`config.mk`:
```
export PLATFORM = sky130hd
export DESIGN_NAME = color_marker_classifier
export DESIGN_NICKNAME = d
export VERILOG_FILES = /design/src/rtl/color_marker_classifier_pkg.sv /design/src/rtl/color_window_match.sv /design/src/rtl/color_marker_classifier.sv
export SDC_FILE = /design/constraint.sdc
export NUM_CORES = 1
export LEC_CHECK = 0
export BUFFER_PORTS_ARGS = -buffer_cell sky130_fd_sc_hd__buf_2
export CAP_MARGIN = 20
export CORE_ASPECT_RATIO = 1.25
export CORE_MARGIN = 1
export CORE_UTILIZATION = 45
export DETAILED_ROUTE_END_ITERATION = 10
export SETUP_SLACK_MARGIN = 0.1
export SLEW_MARGIN = 30
export SYNTH_ARGS = -nofsm -noshare
export SYNTH_HDL_FRONTEND = slang
export SYNTH_HIERARCHICAL = 1
export SYNTH_SLANG_ARGS = --single-unit
```
`constraint.sdc`:
```
create_clock -name clk -period 5.97 [get_ports clk]
set_input_delay 1.194 -clock clk [delete_from_list [all_inputs] [get_ports clk]]
set_output_delay 1.194 -clock clk [all_outputs]
set_load 0.05 [all_outputs]
```
`src/rtl/color_marker_classifier_pkg.sv`:
```
// Shared types and helpers for the colour-marker classifier: colour codes,
// coordinate widths, pipeline stage records and window field slicing.
package object_pkg;

   localparam int NUM_COLORS = 4;
   localparam int X_W        = 10;
   localparam int Y_W        = 9;

   localparam logic [1:0] COLOR_A = 2'd0;
   localparam logic [1:0] COLOR_B = 2'd1;
   localparam logic [1:0] COLOR_C = 2'd2;
   localparam logic [1:0] COLOR_D = 2'd3;

   // Stage-1 record: raw per-window matches plus the pixel's position.
   typedef struct packed {
      logic [NUM_COLORS-1:0] match;
      logic [X_W-1:0]        x;
      logic [Y_W-1:0]        y;
      logic                  vs;
   } s1_t;

   // Encoded candidate presented to the output/hit-cap stage.
   typedef struct packed {
      logic           hit;
      logic [1:0]     col;
      logic [X_W-1:0] x;
      logic [Y_W-1:0] y;
      logic           vs;
   } cand_t;

   function automatic logic [7:0] cr_min(input logic [31:0] win);
      return win[31:24];
   endfunction

   function automatic logic [7:0] cr_max(input logic [31:0] win);
      return win[23:16];
   endfunction

   function automatic logic [7:0] cb_min(input logic [31:0] win);
      return win[15:8];
   endfunction

   function automatic logic [7:0] cb_max(input logic [31:0] win);
      return win[7:0];
   endfunction

endpackage

```
`src/rtl/color_window_match.sv`:
```
// Inclusive Cr/Cb compare of one pixel against one packed colour window.
module color_window_match
   import object_pkg::*;
(
   input  logic [31:0] win,
   input  logic [7:0]  cr,
   input  logic [7:0]  cb,
   output logic        hit
);

   assign hit = (cr >= cr_min(win)) && (cr <= cr_max(win)) &&
                (cb >= cb_min(win)) && (cb <= cb_max(win));

endmodule

```
`src/rtl/color_marker_classifier.sv`:
```
// Classifies the YCrCb pixel stream against four colour windows and reports
// matching pixel coordinates. Optional run-length filter: define RUN_FILTER_EN.
module color_marker_classifier
   import object_pkg::*;
#(
   parameter logic [31:0] WIN0     = 32'h00000000,
   parameter logic [31:0] WIN1     = 32'h00000000,
   parameter logic [31:0] WIN2     = 32'h00000000,
   parameter logic [31:0] WIN3     = 32'h00000000,
   parameter logic [7:0]  Y_MIN    = 8'd32,
   parameter logic [7:0]  MAX_HITS = 8'd255,
   parameter int          RUN_LEN  = 3
)(
   input  logic           clk,
   input  logic           reset,
   input  logic           pixel_valid,
   input  logic [7:0]     luma,
   input  logic [7:0]     cr,
   input  logic [7:0]     cb,
   input  logic           hsync,
   input  logic           vsync,
   output logic [1:0]     color,
   output logic [X_W-1:0] interesting_x,
   output logic [Y_W-1:0] interesting_y,
   output logic           interesting_flag,
   output logic           frame_flag
);

   localparam logic [NUM_COLORS-1:0][31:0] WINS = {WIN3, WIN2, WIN1, WIN0};

   logic [X_W-1:0]                x;
   logic [Y_W-1:0]                y;
   logic                          vs_d;
   logic                          synced;
   logic [NUM_COLORS-1:0]         win_hit;
   s1_t                           s1;
   logic                          enc_hit;
   logic [1:0]                    enc_col;
   cand_t                         fin;
   logic [NUM_COLORS-1:0][7:0]    hit_cnt;
   logic                          flag_ok;

   for (genvar k = 0; k < NUM_COLORS; k++) begin : g_win
      color_window_match u_match (
         .win (WINS[k]),
         .cr  (cr),
         .cb  (cb),
         .hit (win_hit[k])
      );
   end

   // hsync wins over pixel_valid so a pixel on the hsync cycle keeps its x.
   always_ff @(posedge clk) begin
      if (reset || vsync) begin
         x <= '0;
         y <= '0;
      end else if (hsync) begin
         x <= '0;
         if (y != '1) y <= y + 1'b1;
      end else if (pixel_valid && x != '1) begin
         x <= x + 1'b1;
      end
   end

   always_ff @(posedge clk) begin
      if (reset) begin
         vs_d   <= 1'b0;
         synced <= 1'b0;
      end else begin
         vs_d <= vsync;
         if (vs_d && !vsync) synced <= 1'b1;
      end
   end

   always_ff @(posedge clk) begin
      if (reset) begin
         s1 <= '0;
      end else begin
         s1.match <= (pixel_valid && !vsync && luma >= Y_MIN) ? win_hit : '0;
         s1.x     <= x;
         s1.y     <= y;
         s1.vs    <= vsync;
      end
   end

   // Lowest window index wins on overlap.
   always_comb begin
      enc_hit = |s1.match;
      enc_col = COLOR_A;
      for (int k = NUM_COLORS - 1; k >= 0; k--)
         if (s1.match[k]) enc_col = 2'(k);
   end

`ifdef RUN_FILTER_EN
   localparam logic [2:0] RUN_THR = 3'(RUN_LEN);

   logic       s1_vld;
   logic       s1_hs;
   logic [2:0] run_cnt;
   logic [2:0] run_nx;
   logic [1:0] run_col;
   cand_t      s2;

   always_ff @(posedge clk) begin
      if (reset) begin
         s1_vld <= 1'b0;
         s1_hs  <= 1'b0;
      end else begin
         s1_vld <= pixel_valid && !vsync;
         s1_hs  <= hsync;
      end
   end

   // Idle cycles leave the run alone; only valid pixels extend or break it.
   always_comb begin
      run_nx = run_cnt;
      if (s1_vld) begin
         if (!enc_hit)
            run_nx = '0;
         else if (run_cnt != '0 && enc_col == run_col)
            run_nx = (run_cnt == 3'd7) ? run_cnt : run_cnt + 3'd1;
         else
            run_nx = 3'd1;
      end
   end

   always_ff @(posedge clk) begin
      if (reset) begin
         run_cnt <= '0;
         run_col <= '0;
         s2      <= '0;
      end else begin
         run_cnt <= (s1_hs || s1.vs) ? 3'd0 : run_nx;
         if (enc_hit) run_col <= enc_col;
         s2.hit  <= enc_hit && (run_nx >= RUN_THR);
         s2.col  <= enc_col;
         s2.x    <= s1.x;
         s2.y    <= s1.y;
         s2.vs   <= s1.vs;
      end
   end

   assign fin = s2;
`else
   always_comb begin
      fin.hit = enc_hit;
      fin.col = enc_col;
      fin.x   = s1.x;
      fin.y   = s1.y;
      fin.vs  = s1.vs;
   end
`endif

   assign flag_ok = fin.hit && synced && (hit_cnt[fin.col] < MAX_HITS);

   // Counters clear on the same edge frame_flag rises; no candidate can hit then.
   always_ff @(posedge clk) begin
      if (reset) begin
         color            <= '0;
         interesting_x    <= '0;
         interesting_y    <= '0;
         interesting_flag <= 1'b0;
         frame_flag       <= 1'b0;
         hit_cnt          <= '0;
      end else begin
         frame_flag       <= fin.vs;
         interesting_flag <= flag_ok;
         if (flag_ok) begin
            color         <= fin.col;
            interesting_x <= fin.x;
            interesting_y <= fin.y;
         end
         for (int k = 0; k < NUM_COLORS; k++) begin
            if (fin.vs && !frame_flag)
               hit_cnt[k] <= '0;
            else if (flag_ok && fin.col == 2'(k))
               hit_cnt[k] <= hit_cnt[k] + 8'd1;
         end
      end
   end

endmodule

```
# Yosys cells after proc, flatten, opt, wreduce, memory -nomap -nowiden
# Index checks and enable logic that the tools add are counted.
[op_classes]
reduce_logical = 23
n_eq_ne = 5
order_cmp = 7
muxes = 6
n_bitwise = 1
add_sub_neg = 6
[op_table]
columns = ["operator", "count"]
rows = [
  ["adder 8 x 1 -> 8 bit (second input constant)", 4],
  ["binary-select mux 8 bit (select 2 bit)", 1],
  [">= comparator 8 x 1 -> 1 bit (second input constant)", 2],
  ["<= comparator 8 x 1 -> 1 bit (second input constant)", 2],
  ["logical AND 1 bit", 14],
  ["adder 10 x 1 -> 10 bit (second input constant)", 1],
  ["inequality test 10 bit (second input constant)", 1],
  ["adder 9 x 1 -> 9 bit (second input constant)", 1],
  ["inequality test 9 bit (second input constant)", 1],
  [">= comparator 8 x 6 -> 1 bit (second input constant)", 1],
  ["less-than comparator 8 bit (second input constant)", 1],
  ["2-to-1 mux 2 bit", 4],
  ["2-to-1 mux 8 bit", 1],
  ["OR reduction 2 bit", 3],
  ["equality test 2 bit (second input constant)", 2],
  ["OR reduction 4 bit", 1],
  ["less-than comparator 2 x 3 -> 1 bit (second input constant)", 1],
  ["equality test 2 x 1 -> 1 bit (second input constant)", 1],
  ["logical NOT 1 bit", 2],
  ["logical NOT 2 bit", 1],
  ["AND reduction 2 bit", 1],
  ["logical OR 1 bit", 1],
  ["inverter 1 bit", 1],
]
[word_totals]
in_bits = 29
reg_bits = 96
wordCells = 64
output_inout_bits = 23

# Longest topological paths before layout
[logic_depth]
word_depth = 9
mapped_depth = 10
depth_no_buf = 9

# By module
# Netlist, hierarchy kept.
[modules_own_cells]
columns = ["mod", "instances", "seq_area_each_um2", "area_each_um2", "cells_per_inst"]
rows = [
  ["color_marker_classifier", 1, 1981.9, 4404.2, 495],
  ["color_window_match", 4, 0.0, 794.5, 105],
]

# Least setup slack after synthesis
# Ideal clock, no wire load.
[synth_timing]
kind = "input to register"
start = "in reset"
end = "reg hit_cnt[19] (netlist name)"
path_stages = 6
setup_time_ns = 0.072
arrival_ns = 2.581
slack_ns = 3.317
path_buffers = 3
cell_sequence = "clkbuf_1 a21oi_1 clkbuf_1 clkbuf_1 nand2_1 mux2i_1"
[synth_between]
elab_chain_len = 1
[synth_lines]
columns = ["element", "line", "text"]
rows = [
  ["start, declared", "color_marker_classifier.sv:15", "input logic reset,"],
  ["OR reduction 2 bit (no source line)", "n/a", ""],
  ["end signal, assigned by index", "color_marker_classifier.sv:177", "hit_cnt[k] <= hit_cnt[k] + 8'd1;"],
  ["end, declared", "color_marker_classifier.sv:40", "logic [NUM_COLORS-1:0][7:0] hit_cnt;"],
]
# No other way between the ends.
# A chain may end at the register's enable or synchronous reset.

# Worst setup path in the final report
[layout_timing]
start = "reg s1[22] (netlist name)"
end = "reg hit_cnt[23] (netlist name)"
[layout_between]
elab_chain_len = 9
elab_cells_between_ends = 12
classes_between = "1 x order compare; 1 x eq/ne; 6 x mux; 4 x reduce/logical"
[layout_lines]
columns = ["element", "line", "text"]
rows = [
  ["start, declared", "color_marker_classifier.sv:36", "s1_t s1;"],
  ["2-to-1 mux 2 bit", "n/a", ""],
  ["2-to-1 mux 2 bit (3 in series)", "color_marker_classifier.sv:91", "if (s1.match[k]) enc_col = 2'(k);"],
  ["binary-select mux 8 bit (select 2 bit)", "color_marker_classifier.sv:154", "assign flag_ok = fin.hit && synced && (hit_cnt[fin.col] < MAX_HITS);"],
  ["2-to-1 mux 8 bit (not written as such)", "color_marker_classifier.sv:154", ""],
  ["less-than comparator 8 bit", "color_marker_classifier.sv:154", ""],
  ["logical AND 1 bit", "color_marker_classifier.sv:154", ""],
  ["logical AND 1 bit *", "color_marker_classifier.sv:176", "else if (flag_ok && fin.col == 2'(k))"],
]
# Every way passes the cells marked *; elsewhere a longest branch is shown, timed or not. The select of a mux whose other input is x is not followed.

==> metrics.md <==
| Metric | Value |
|---|---|
| Status | `finished clean` |
| ANT cells | `0` |
| CP max FO | `27` |
| Core ar. | `16300 µm²` |
| Die Span Y | `147 µm` |
| Dpl hpwl | `11.5 mm` |
| Routed len/inst | `11.8 µm` |
| Number of synthesized flops with an enable pin | `0` |
| Fraction of registers with async set/reset | `0%` |
| Family with the most delay on the worst path | `compound AO/OA/AOI/OAI gates` |
| DRT Pass-1 Iters | `5` |
| Max-cap viol count | `0` |
| Cell row count | `52` |
| Slowest cell on crit path | `o211ai_4` |
| Final WL | `15.3 mm` |
| Max Freq | `318 MHz` |
| Crit path buffers/inverters | `0` |
| I/O Buffers | `46` |
| Fin nets | `1236` |
| Crit path DAT | `3.38 ns` |
| # DRC | `0` |
| Mapped Area | `7580 µm²` |
| CTS H-tree depth | `3` |
| Die area | `17400 µm²` |
| Starting density of the core | `46.4%` |
| Worst setup margin | `2.83 ns` |
| Overflow after GRT | `0` |
| Via density per instance | `4.95` |
| Sequential-to-total area share from yosys stat | `26.1%` |
| Synth unique cells | `62` |
| Clk_lat worst skew | `0.35 ns` |
| Clk slew on worst S/H paths | `0.07 ns` |
| Final period util | `52.6%` |
| Vias in the first global route | `5835` |
| DRT iter0 DRCs | `256` |
| Worst Skew | `0.00651 ns` |
| Antenna violations before repair | `0` |
| Area of all placed cells without fillers | `8730 µm²` |
| Gate Count Post-Synth | `915` |
| Hold Crit Class | `flop to flop` |
| # hold bufs at CTS | `0` |
| Total CTS buffers | `9` |
| Pre-CTS WS | `2.69 ns` |
| Die width | `118 µm` |
| Overall Global Routing Usage | `18.4%` |
| Endpoints failing hold | `0` |
| Crit path required time | `6.21 ns` |
| Root Driver | `clkbuf_16` |
| Synth top area share | `26.1%` |
| Dominant synthesized flop cell | `dfxtp_1` |
| Final setup fails | `0` |
| Fraction of layout cells with a size suffix above 1 | `8.73%` |
| Placed Instances | `1277` |
| Peak supply drop | `132 µV` |
| CP endpoint kind | `flop` |
| Area growth from synthesis to layout | `15.2%` |
| RSZ-0062 raised after global routing | `false` |
| Vias | `6396` |
| Pwr dens | `171 nW/µm²` |
| Worst Tran Pin Value | `0.810 ns` |
| Largest net degree at the start of global routing | `48` |
| First-pass GRT wire length | `26.2 mm` |
| Largest stage delay, worst path | `0.68 ns` |
| Placed Area | `8440 µm²` |
| CTS tree | `built` |
| Post-route insts no fill | `1293` |
| Placer Congestion | `0.764` |
| Setup CP Type | `flop to flop` |
| I/O pins | `52` |
| Synth warnings | `6` |
| Area leader, netlist | `dfxtp_1` |
| Max clock buf depth | `2` |
| Fin. max-slew vios | `0` |
| Top post-synthesis cells by area | `dfxtp_1 (26%), ha_1 (22%), inv_1 (6.3%)` |
| # Post-CTS Setup Buffers | `0` |
| CTS Sinks | `99` |
| Hold WS | `0.456 ns` |
| Critical-path cell list | `nor3b_4 > a221oi_1 > or4_4 > o211ai_4 > a2111oi_0 > o21a_1` |
| Setup_tns | `0 ns` |
| Seq cells post-synth | `99` |
| Startpoint types | `flop` |
| Leakage | `3.58 nW` |
| Min Tclk post-route | `3.14 ns` |
| Fillers | `1620` |
| Syn_area_per_cell | `8.29 µm²` |
| Worst slew margin | `46.0%` |
| ANT nets after route | `0` |
| Post-cts sizing count | `0` |
[where the power goes]
part | internal, mW | switching, mW | total (mW)
Combinational | 0.110 | 0.149 | 0.259
Clock | 0.303 | 0.266 | 0.569
Sequential | 0.662 | 0.00409 | 0.666
Total | 1.08 | 0.419 | 1.49
[sequential cells by signal (all words and copies together) (netlist names)]
| name | cells |
|---|---|
| hit_cnt | 32 |
| fin | 20 |
| interesting_x | 10 |
| x | 10 |
| interesting_y | 9 |
| y | 9 |
| s1 | 4 |
| color | 2 |
| frame_flag | 1 |
| interesting_flag | 1 |
| synced | 1 |
[path summary, 6_finish.rpt]
check | startpoint | slack [ns] | end | cells past startpoint
setup / recovery | s1[22] | 2.83 | hit_cnt[23] | 6
hold / removal | fin[4] | 0.46 | interesting_y[3] | 2
hold reg to reg | fin[4] | 0.46 | interesting_y[3] | 2
setup reg to reg | s1[22] | 2.83 | hit_cnt[23] | 6
[stage by stage]
stage                     power [mW]  util (%)
final                           1.49      53.5
after CTS                       1.51      53.5
after detailed placement       0.943      51.7
after global routing            1.59      53.5
after floorplan                0.878         -
after global placement         0.939      51.7
[layout by cell type, fill, tap and decap left out, types with 5 or more instances in the layout]
cell	instances
o21ai_1	13
or4_1	6
nand2_1	67
o21a_1	12
o211ai_1	18
inv_1	128
and4_1	7
nor2_1	34
nand3_1	40
mux2i_1	16
a21oi_1	77
a221oi_1	6
o22ai_1	8
conb_1	128
nand4_1	37
ha_1	135
o2111ai_1	5
nor2b_1	31
xor2_1	13
and2_1	6
nand2b_1	15
nor4b_1	6
o21ai_0	29
clkbuf_16	9
buf_2	46
or3_1	8
o31ai_1	7
dfxtp_1	98
a21oi_2	9
[worst reg2reg max path, delay by kind of cell (launching register included)]
family          cells  cell delay [ns]
compound gates      4             1.37
simple gates        2             1.05
flops               1             0.63
[layout make-up]
class	count	area [µm²]	area share (%)
multi-input combinational	785	5450	62.4
clock buffer	10	239	2.74
sequential	99	1980	22.7
inverter	128	480	5.50
timing repair buffer	49	253	2.89
clock inverter	6	56.3	0.645
tap	216	270	3.09
[cell usage after synthesis (9+ instances only)]
master    number
a21oi_1       78
buf_2          9
clkbuf_1      15
dfxtp_1       99
ha_1         135
inv_1        128
mux2i_1       16
nand2_1       67
nand2b_1      15
nand3_1       40
nand4_1       37
nor2_1        34
nor2b_1       31
o211ai_1      18
o21a_1        12
o21ai_0       29
o21ai_1       13
xor2_1        13
[kinds of logic (layout without fill, tap and decap cells)]
| logic type | after synthesis | count (layout) | synth area share, % |
|---|---|---|---|
| AND/OR/NAND/NOR | 279 | 279 | 20.5 |
| flip-flops | 99 | 99 | 26.1 |
| AO/OA/AOI/OAI | 210 | 210 | 18.6 |
| buffers and inverters | 158 | 193 | 8.32 |
| other | 1 | 128 | 0.0495 |
| multiplexers | 16 | 16 | 2.11 |
| adder cells (fa/ha/maj) | 135 | 135 | 22.3 |
| XOR/XNOR | 17 | 17 | 1.96 |
[metal layers]
| layer | up-vias | share of wire, % | global-route usage (%) |
|---|---|---|---|
| li1 | 3430 | - | - |
| met1 | 2880 | 46 | 21.4 |
| met2 | 75 | 51 | 35.3 |
| met3 | 11 | 2.2 | 2.10 |
| met4 | 0 | 1.1 | 4.87 |
| met5 | - | 0 | 0 |
No activity file was read; power rests on OpenSTA's default activity.
